<file path="src/rtl/chebyshev_sequencer_if.sv">
// Handshake bundle between the argument source / coefficient MAC and the
// Chebyshev term sequencer.
interface chebyshev_sequencer_if #(
  parameter int WL                    = 12,
  parameter int I_BITS                = 6,
  parameter int BOUNDARY_BIT_POSITION = 3,
  parameter int ORD_W                 = 4
);
  localparam int O_BITS = WL - (I_BITS - BOUNDARY_BIT_POSITION);

  logic              start;
  logic [WL-1:0]     x_in;
  logic [ORD_W-1:0]  order_in;
  logic              busy;
  logic [O_BITS-1:0] term_out;
  logic [ORD_W-1:0]  term_idx;
  logic              term_valid;
  logic              term_ready;
  logic              done;

  // Requester side: issues start/argument and accepts terms.
  modport master (
    output start, x_in, order_in, term_ready,
    input  busy, term_out, term_idx, term_valid, done
  );

  // Sequencer side.
  modport slave (
    input  start, x_in, order_in, term_ready,
    output busy, term_out, term_idx, term_valid, done
  );
endinterface

</file>
<file path="src/rtl/chebyshev_sequencer.sv">
// Sequential Chebyshev series evaluator: T_0..T_N of one fixed-point x via
// T_{k+1} = 2*x*T_k - T_{k-1}, one saturated term streamed per handshake.
module chebyshev_sequencer #(
  parameter int WL                    = 12,
  parameter int I_BITS                = 6,
  parameter int BOUNDARY_BIT_POSITION = 3,
  parameter int ORD_W                 = 4
) (
  input logic                   clk,
  input logic                   rst_n,
  chebyshev_sequencer_if.slave  bus
);
  localparam int F         = WL - I_BITS;
  localparam int O_BITS    = WL - (I_BITS - BOUNDARY_BIT_POSITION);
  localparam int ACC_W     = WL + O_BITS + 1;
  localparam int SAT_MAX_I = (2 ** (O_BITS - 1)) - 1;
  localparam int SAT_MIN_I = -(2 ** (O_BITS - 1));
  localparam logic signed [ACC_W-1:0] SAT_MAX = ACC_W'(SAT_MAX_I);
  localparam logic signed [ACC_W-1:0] SAT_MIN = ACC_W'(SAT_MIN_I);
  localparam logic [O_BITS-1:0]       ONE     = O_BITS'(2 ** F);

  typedef enum logic [1:0] {IDLE, CALC, EMIT} state_t;

  state_t                   state;
  logic signed [WL-1:0]     x_r;
  logic [ORD_W-1:0]         n_r;
  logic [ORD_W-1:0]         k;
  logic signed [O_BITS-1:0] t_m1;
  logic signed [O_BITS-1:0] t_m2;
  logic                     busy;
  logic [O_BITS-1:0]        term_out;
  logic [ORD_W-1:0]         term_idx;
  logic                     term_valid;
  logic                     done;

  logic signed [ACC_W-1:0]  prod;
  logic signed [ACC_W-1:0]  diff;
  logic [O_BITS-1:0]        calc_val;

  function automatic logic [O_BITS-1:0] sat(input logic signed [ACC_W-1:0] v);
    if (v > SAT_MAX)      return SAT_MAX[O_BITS-1:0];
    else if (v < SAT_MIN) return SAT_MIN[O_BITS-1:0];
    else                  return v[O_BITS-1:0];
  endfunction

  // Shared multiply/shift/subtract path; operands sign-extended to ACC_W so
  // the doubled product and the subtraction cannot overflow.
  always_comb begin
    prod = ACC_W'(x_r) * ACC_W'(t_m1);
    diff = ((prod <<< 1) >>> F) - ACC_W'(t_m2);
    if (k == '0)
      calc_val = ONE;
    else if (k == ORD_W'(1))
      calc_val = sat(ACC_W'(x_r));
    else
      calc_val = sat(diff);
  end

  // Sequencer FSM with registered handshake outputs.
  always_ff @(posedge clk) begin
    if (!rst_n) begin
      state      <= IDLE;
      x_r        <= '0;
      n_r        <= '0;
      k          <= '0;
      t_m1       <= '0;
      t_m2       <= '0;
      busy       <= 1'b0;
      term_out   <= '0;
      term_idx   <= '0;
      term_valid <= 1'b0;
      done       <= 1'b0;
    end else begin
      done <= 1'b0;
      case (state)
        IDLE: begin
          if (bus.start) begin
            x_r   <= $signed(bus.x_in);
            n_r   <= bus.order_in;
            k     <= '0;
            busy  <= 1'b1;
            state <= CALC;
          end
        end
        CALC: begin
          term_out   <= calc_val;
          term_idx   <= k;
          term_valid <= 1'b1;
          state      <= EMIT;
        end
        EMIT: begin
          if (bus.term_ready) begin
            term_valid <= 1'b0;
            if (k == n_r) begin
              busy  <= 1'b0;
              done  <= 1'b1;
              state <= IDLE;
            end else begin
              t_m2  <= t_m1;
              t_m1  <= $signed(term_out);
              k     <= k + ORD_W'(1);
              state <= CALC;
            end
          end
        end
        default: state <= IDLE;
      endcase
    end
  end

  assign bus.busy       = busy;
  assign bus.term_out   = term_out;
  assign bus.term_idx   = term_idx;
  assign bus.term_valid = term_valid;
  assign bus.done       = done;
endmodule

</file>
<file path="src/flat_wrapper.sv">
// flat-port wrapper written by rule: the top's interface ports become plain ports
module chebyshev_sequencer_flat 
#(
  parameter int WL                    = 12,
  parameter int I_BITS                = 6,
  parameter int BOUNDARY_BIT_POSITION = 3,
  parameter int ORD_W                 = 4
)
  (clk, rst_n, bus_start, bus_x_in, bus_order_in, bus_term_ready, bus_busy, bus_term_out, bus_term_idx, bus_term_valid, bus_done);
  chebyshev_sequencer_if #(.WL(WL), .I_BITS(I_BITS), .BOUNDARY_BIT_POSITION(BOUNDARY_BIT_POSITION), .ORD_W(ORD_W)) bus_i ();
  input logic clk;
  input logic rst_n;
  input wire logic [$bits(bus_i.start)-1:0] bus_start;
  input wire logic [$bits(bus_i.x_in)-1:0] bus_x_in;
  input wire logic [$bits(bus_i.order_in)-1:0] bus_order_in;
  input wire logic [$bits(bus_i.term_ready)-1:0] bus_term_ready;
  output wire logic [$bits(bus_i.busy)-1:0] bus_busy;
  output wire logic [$bits(bus_i.term_out)-1:0] bus_term_out;
  output wire logic [$bits(bus_i.term_idx)-1:0] bus_term_idx;
  output wire logic [$bits(bus_i.term_valid)-1:0] bus_term_valid;
  output wire logic [$bits(bus_i.done)-1:0] bus_done;
  assign bus_i.start = bus_start;
  assign bus_i.x_in = bus_x_in;
  assign bus_i.order_in = bus_order_in;
  assign bus_i.term_ready = bus_term_ready;
  assign bus_busy = bus_i.busy;
  assign bus_term_out = bus_i.term_out;
  assign bus_term_idx = bus_i.term_idx;
  assign bus_term_valid = bus_i.term_valid;
  assign bus_done = bus_i.done;
  chebyshev_sequencer #(.WL(WL), .I_BITS(I_BITS), .BOUNDARY_BIT_POSITION(BOUNDARY_BIT_POSITION), .ORD_W(ORD_W)) u_core (.clk(clk), .rst_n(rst_n), .bus(bus_i));
endmodule
</file>
<file path="config.mk">
export PLATFORM = sky130hd
export DESIGN_NAME = chebyshev_sequencer_flat
export DESIGN_NICKNAME = d
export VERILOG_FILES = /design/src/rtl/chebyshev_sequencer_if.sv /design/src/rtl/chebyshev_sequencer.sv /design/src/flat_wrapper.sv
export SDC_FILE = /design/constraint.sdc
export NUM_CORES = 1
export LEC_CHECK = 0
export ABC_AREA = 1
export BUFFER_PORTS_ARGS = -buffer_cell sky130_fd_sc_hd__buf_2
export CORE_ASPECT_RATIO = 1.5
export CORE_MARGIN = 2
export CORE_UTILIZATION = 50
export DETAILED_ROUTE_END_ITERATION = 6
export PLACE_DENSITY = 0.64
export SYNTH_ARGS = -nofsm -noshare
export SYNTH_HDL_FRONTEND = slang
export SYNTH_SLANG_ARGS = --single-unit
</file>
<file path="constraint.sdc">
create_clock -name clk -period 7.8 [get_ports clk]
set_clock_uncertainty 0.15 [all_clocks]
set_input_delay 1.56 -clock clk [delete_from_list [all_inputs] [get_ports clk]]
set_output_delay 1.56 -clock clk [all_outputs]
set_load 0.02 [all_outputs]
</file>
==> metrics.csv <==
stage,metric,value,unit
clock_tree,cts-root-buf,clkbuf_16,
place,placed_cell_area,0.00730,mm2
yosys,yosys_warnings,0,
critical_path,critPathCaptureType,flop,
yosys,syn_inst,953,
yosys,ys_types,34,
critical_path,slowest_stage,fa_1,
global_routing,antenna_found_initial,0,
yosys,synth_edf_count,0,
power,report.power.total,1.19,mW
floorplanning,start_util,0.505,
critical_path,rr_endpoint,u_core.bus.term_out[3]$_SDFFE_PN0P_,
timing,relSlewSlack,0.373,
yosys,synthArstFlopShare,0,
cells_and_area,syn_to_final_growth,6.72,%
place,gp_congestion,0.902,
floorplanning,die_h,149,um
yosys,synthDominantCellAreaShare,0.263,
critical_path,start_kind,flop,
floorplanning,row_count,53,
global_routing,grt_pass1_wl,28000,um
yosys,ys_seq_area_frac,0.160,
drt,via_per_inst,5.17,
timing,hold_viol,0,
critical_path,rr_startpoint,u_core.t_m1[8]$_SDFFE_PN0P_,
clock_tree,cts_tree,yes,
clock_tree,post_cts.repair.setup_buffers,0,
timing,setup_viol,0,
yosys,ys_ff_latch,56,
clock_tree,cts_max_path_buffers,2,
yosys,avgSynthCellArea,7.35,um2
clock_tree,cts_htree_levels,2,
drt,drt-total-wl,16600,um
critical_path,crit_path_frequent_cell,nand2_1,
drt,ant_nets,0,
critical_path,required,7820,ps
clock_tree,clkTransAtPathRegs,70,ps
critical_path,max_stage_delay,580,ps
clock_tree,clock_sinks,56,
timing,slew_viol_final,0,
global_routing,overflow,0,
power,p_per_area,159,mW/mm2
floorplanning,die-area,0.0150,mm2
yosys,synth_top_area_cell,fa_1,
power,max-vdd-ir-drop,0.000146,V
timing,fmax,0.138,GHz
clock_tree,clk_latency,300,ps
global_routing,grt_max_degree,43,
timing,period_needed,7250,ps
timing,finalSetupTns,0,ps
yosys,synth.area.top_cells,"fa_1, dfxtp_1, nand2_1",
critical_path,crit_fanout,6,
critical_path,crit_start,u_core.t_m1[8]$_SDFFE_PN0P_,
floorplanning,core,0.0139,mm2
drt,drtIter0Drc,267,
cells_and_area,layout-drive-gt1-share,0.0764,
yosys,synth_nets,1124,
drt,dr.pass1.iters,4,
power,power_leakage,4.21,nW
hold_path,hold_path_depth,2,
floorplanning,dieWidth,101,um
drt,drc_errors,0,
hold_path,hold_class,flop to flop,
global_routing,grtUsageTotal,0.236,
cells_and_area,final_area,0.00747,mm2
floorplanning,boundaryPins,36,
critical_path,reg2regPathDepth,34,
critical_path,worstSetupEndpoint,u_core.bus.term_out[3]$_SDFFE_PN0P_,
status,outcome,"finished, final reports clean",
clock_tree,cts_resized,0,
yosys,synth_ff_type,dfxtp_1,
critical_path,arrival,7270,ps
timing,fin_crit_sh,0.929,
clock_tree,cts_hold_buffers,0,
run,maxCapViolCount,0,
timing,rsz0062_at_grt,no,
yosys,synth_area,0.00700,mm2
drt,vias,5867,
critical_path,reg2reg_setup_slack,550,ps
cells_and_area,final_core_util,0.539,
place,portBuffers,35,
timing,worst_pin_slew,938,ps
drt,wire_per_inst,14.7,um
global_routing,grt_pass1_vias,5929,
critical_path,crit_type,flop to flop,
cells_and_area,diodes,0,
cells_and_area,fin_nets,1139,
clock_tree,cts_buffers,5,
place,dp_hpwl,13800,um
==> state kept, by name, summed over array words and instances, names as in the netlist <==
name,flops
u_core.bus.busy,1
u_core.bus.done,1
u_core.bus.term_idx,4
u_core.bus.term_out,9
u_core.bus.term_valid,1
u_core.k,4
u_core.n_r,4
u_core.state,2
u_core.t_m1,9
u_core.t_m2,9
u_core.x_r,12
==> critical path: cells and delay by family (launching register included) <==
family / cells / cell delay, ps
fa+ha+maj: 7 / 3230
flops: 1 / 530
xor+xnor: 1 / 140
simple gates: 15 / 1470
buf+inv: 4 / 330
compound gates: 7 / 1260
==> how the worst min path moves through the flow <==
stage / startpoint / endpoint
floorplan: u_core.t_m2[2]$_SDFFE_PN0P_ / u_core.t_m2[2]$_SDFFE_PN0P_
global placement: u_core.bus.term_valid$_SDFFE_PN0P_ / u_core.bus.term_valid$_SDFFE_PN0P_
detailed placement: u_core.bus.term_valid$_SDFFE_PN0P_ / u_core.bus.term_valid$_SDFFE_PN0P_
CTS: u_core.bus.term_valid$_SDFFE_PN0P_ / u_core.bus.term_valid$_SDFFE_PN0P_
global route: u_core.bus.term_valid$_SDFFE_PN0P_ / u_core.bus.term_valid$_SDFFE_PN0P_
finish: u_core.bus.term_valid$_SDFFE_PN0P_ / u_core.bus.term_valid$_SDFFE_PN0P_
==> cells by family after synthesis <==
group / share of synthesized area
and+or+nand+nor: 0.213
buffers and inverters: 0.124
adders and majority gates: 0.368
AOI/OAI and AO/OA: 0.0936
DFF: 0.160
xor gates and xnor gates: 0.0413
==> routing by layer <==
layer  global-route usage  up-vias  part of all wire
li1                     -     2918                 -
met5                    0        -                 0
met2                0.448      110              0.54
met1                0.274     2806              0.40
met3               0.0234       33             0.028
met4               0.0740        0             0.032
==> report_power, final <==
part	internal [mW]	switching (mW)	total (mW)	leakage, nW
Sequential	0.306	0.0353	0.342	0.458
Clock	0.154	0.116	0.270	0.0857
Combinational	0.200	0.375	0.575	3.67
==> cell usage after synthesis (all sizes together) (4+ instances only) <==
cell type and number:
nand4 6, nor2 80, ha 59, xnor2 14, or2 4, nand2 228, dfxtp 56, xor2 19
a21oi 61, clkbuf 32, nor3 8, nand3 25, inv 196, o21ai 53, fa 92
==> cell usage in the layout, fill, tap and decap left out, types with 2 or more instances in the layout <==
master	netlist	final
nand3_1	22	22
nand4_1	6	6
o21ai_1	3	3
clkinv_1	3	3
a211oi_1	3	3
nand3_2	3	3
or2_2	4	4
a21oi_2	2	2
buf_2	0	35
clkbuf_16	0	5
fa_1	92	92
a31oi_1	2	2
nor2_2	4	4
nand2_1	220	220
o211ai_1	2	2
xnor2_1	14	14
inv_1	193	193
nand2_2	7	7
inv_2	3	3
buf_4	0	5
nor3_1	7	7
a21oi_1	59	59
ha_1	59	59
dfxtp_1	56	56
and2_1	3	3
nor2_1	76	76
o21ai_0	50	50
nor3b_1	2	2
xor2_1	19	19
==> per-stage QoR <==
step | hold WS, ps | worst slack (ps) | cells
2_1_floorplan | 285 | 1200 | 953
3_3_place_gp | 299 | 610 | 1126
3_5_place_dp | 301 | 551 | 1126
4_1_cts | 313 | 547 | 1134
5_1_grt | 338 | 53.8 | 1134
6_report | 319 | 551 | 1134
==> area by class of cell <==
type / count / area, um2
fillers: 1404 / 6390
multi-input cells: 666 / 5010
flip-flops and latches: 56 / 1120
inverters: 199 / 747
repair buffers: 40 / 213
well taps: 165 / 206
clock buffers: 5 / 125
clock inverters: 3 / 46.3
Power figures use the tool's default switching activity.
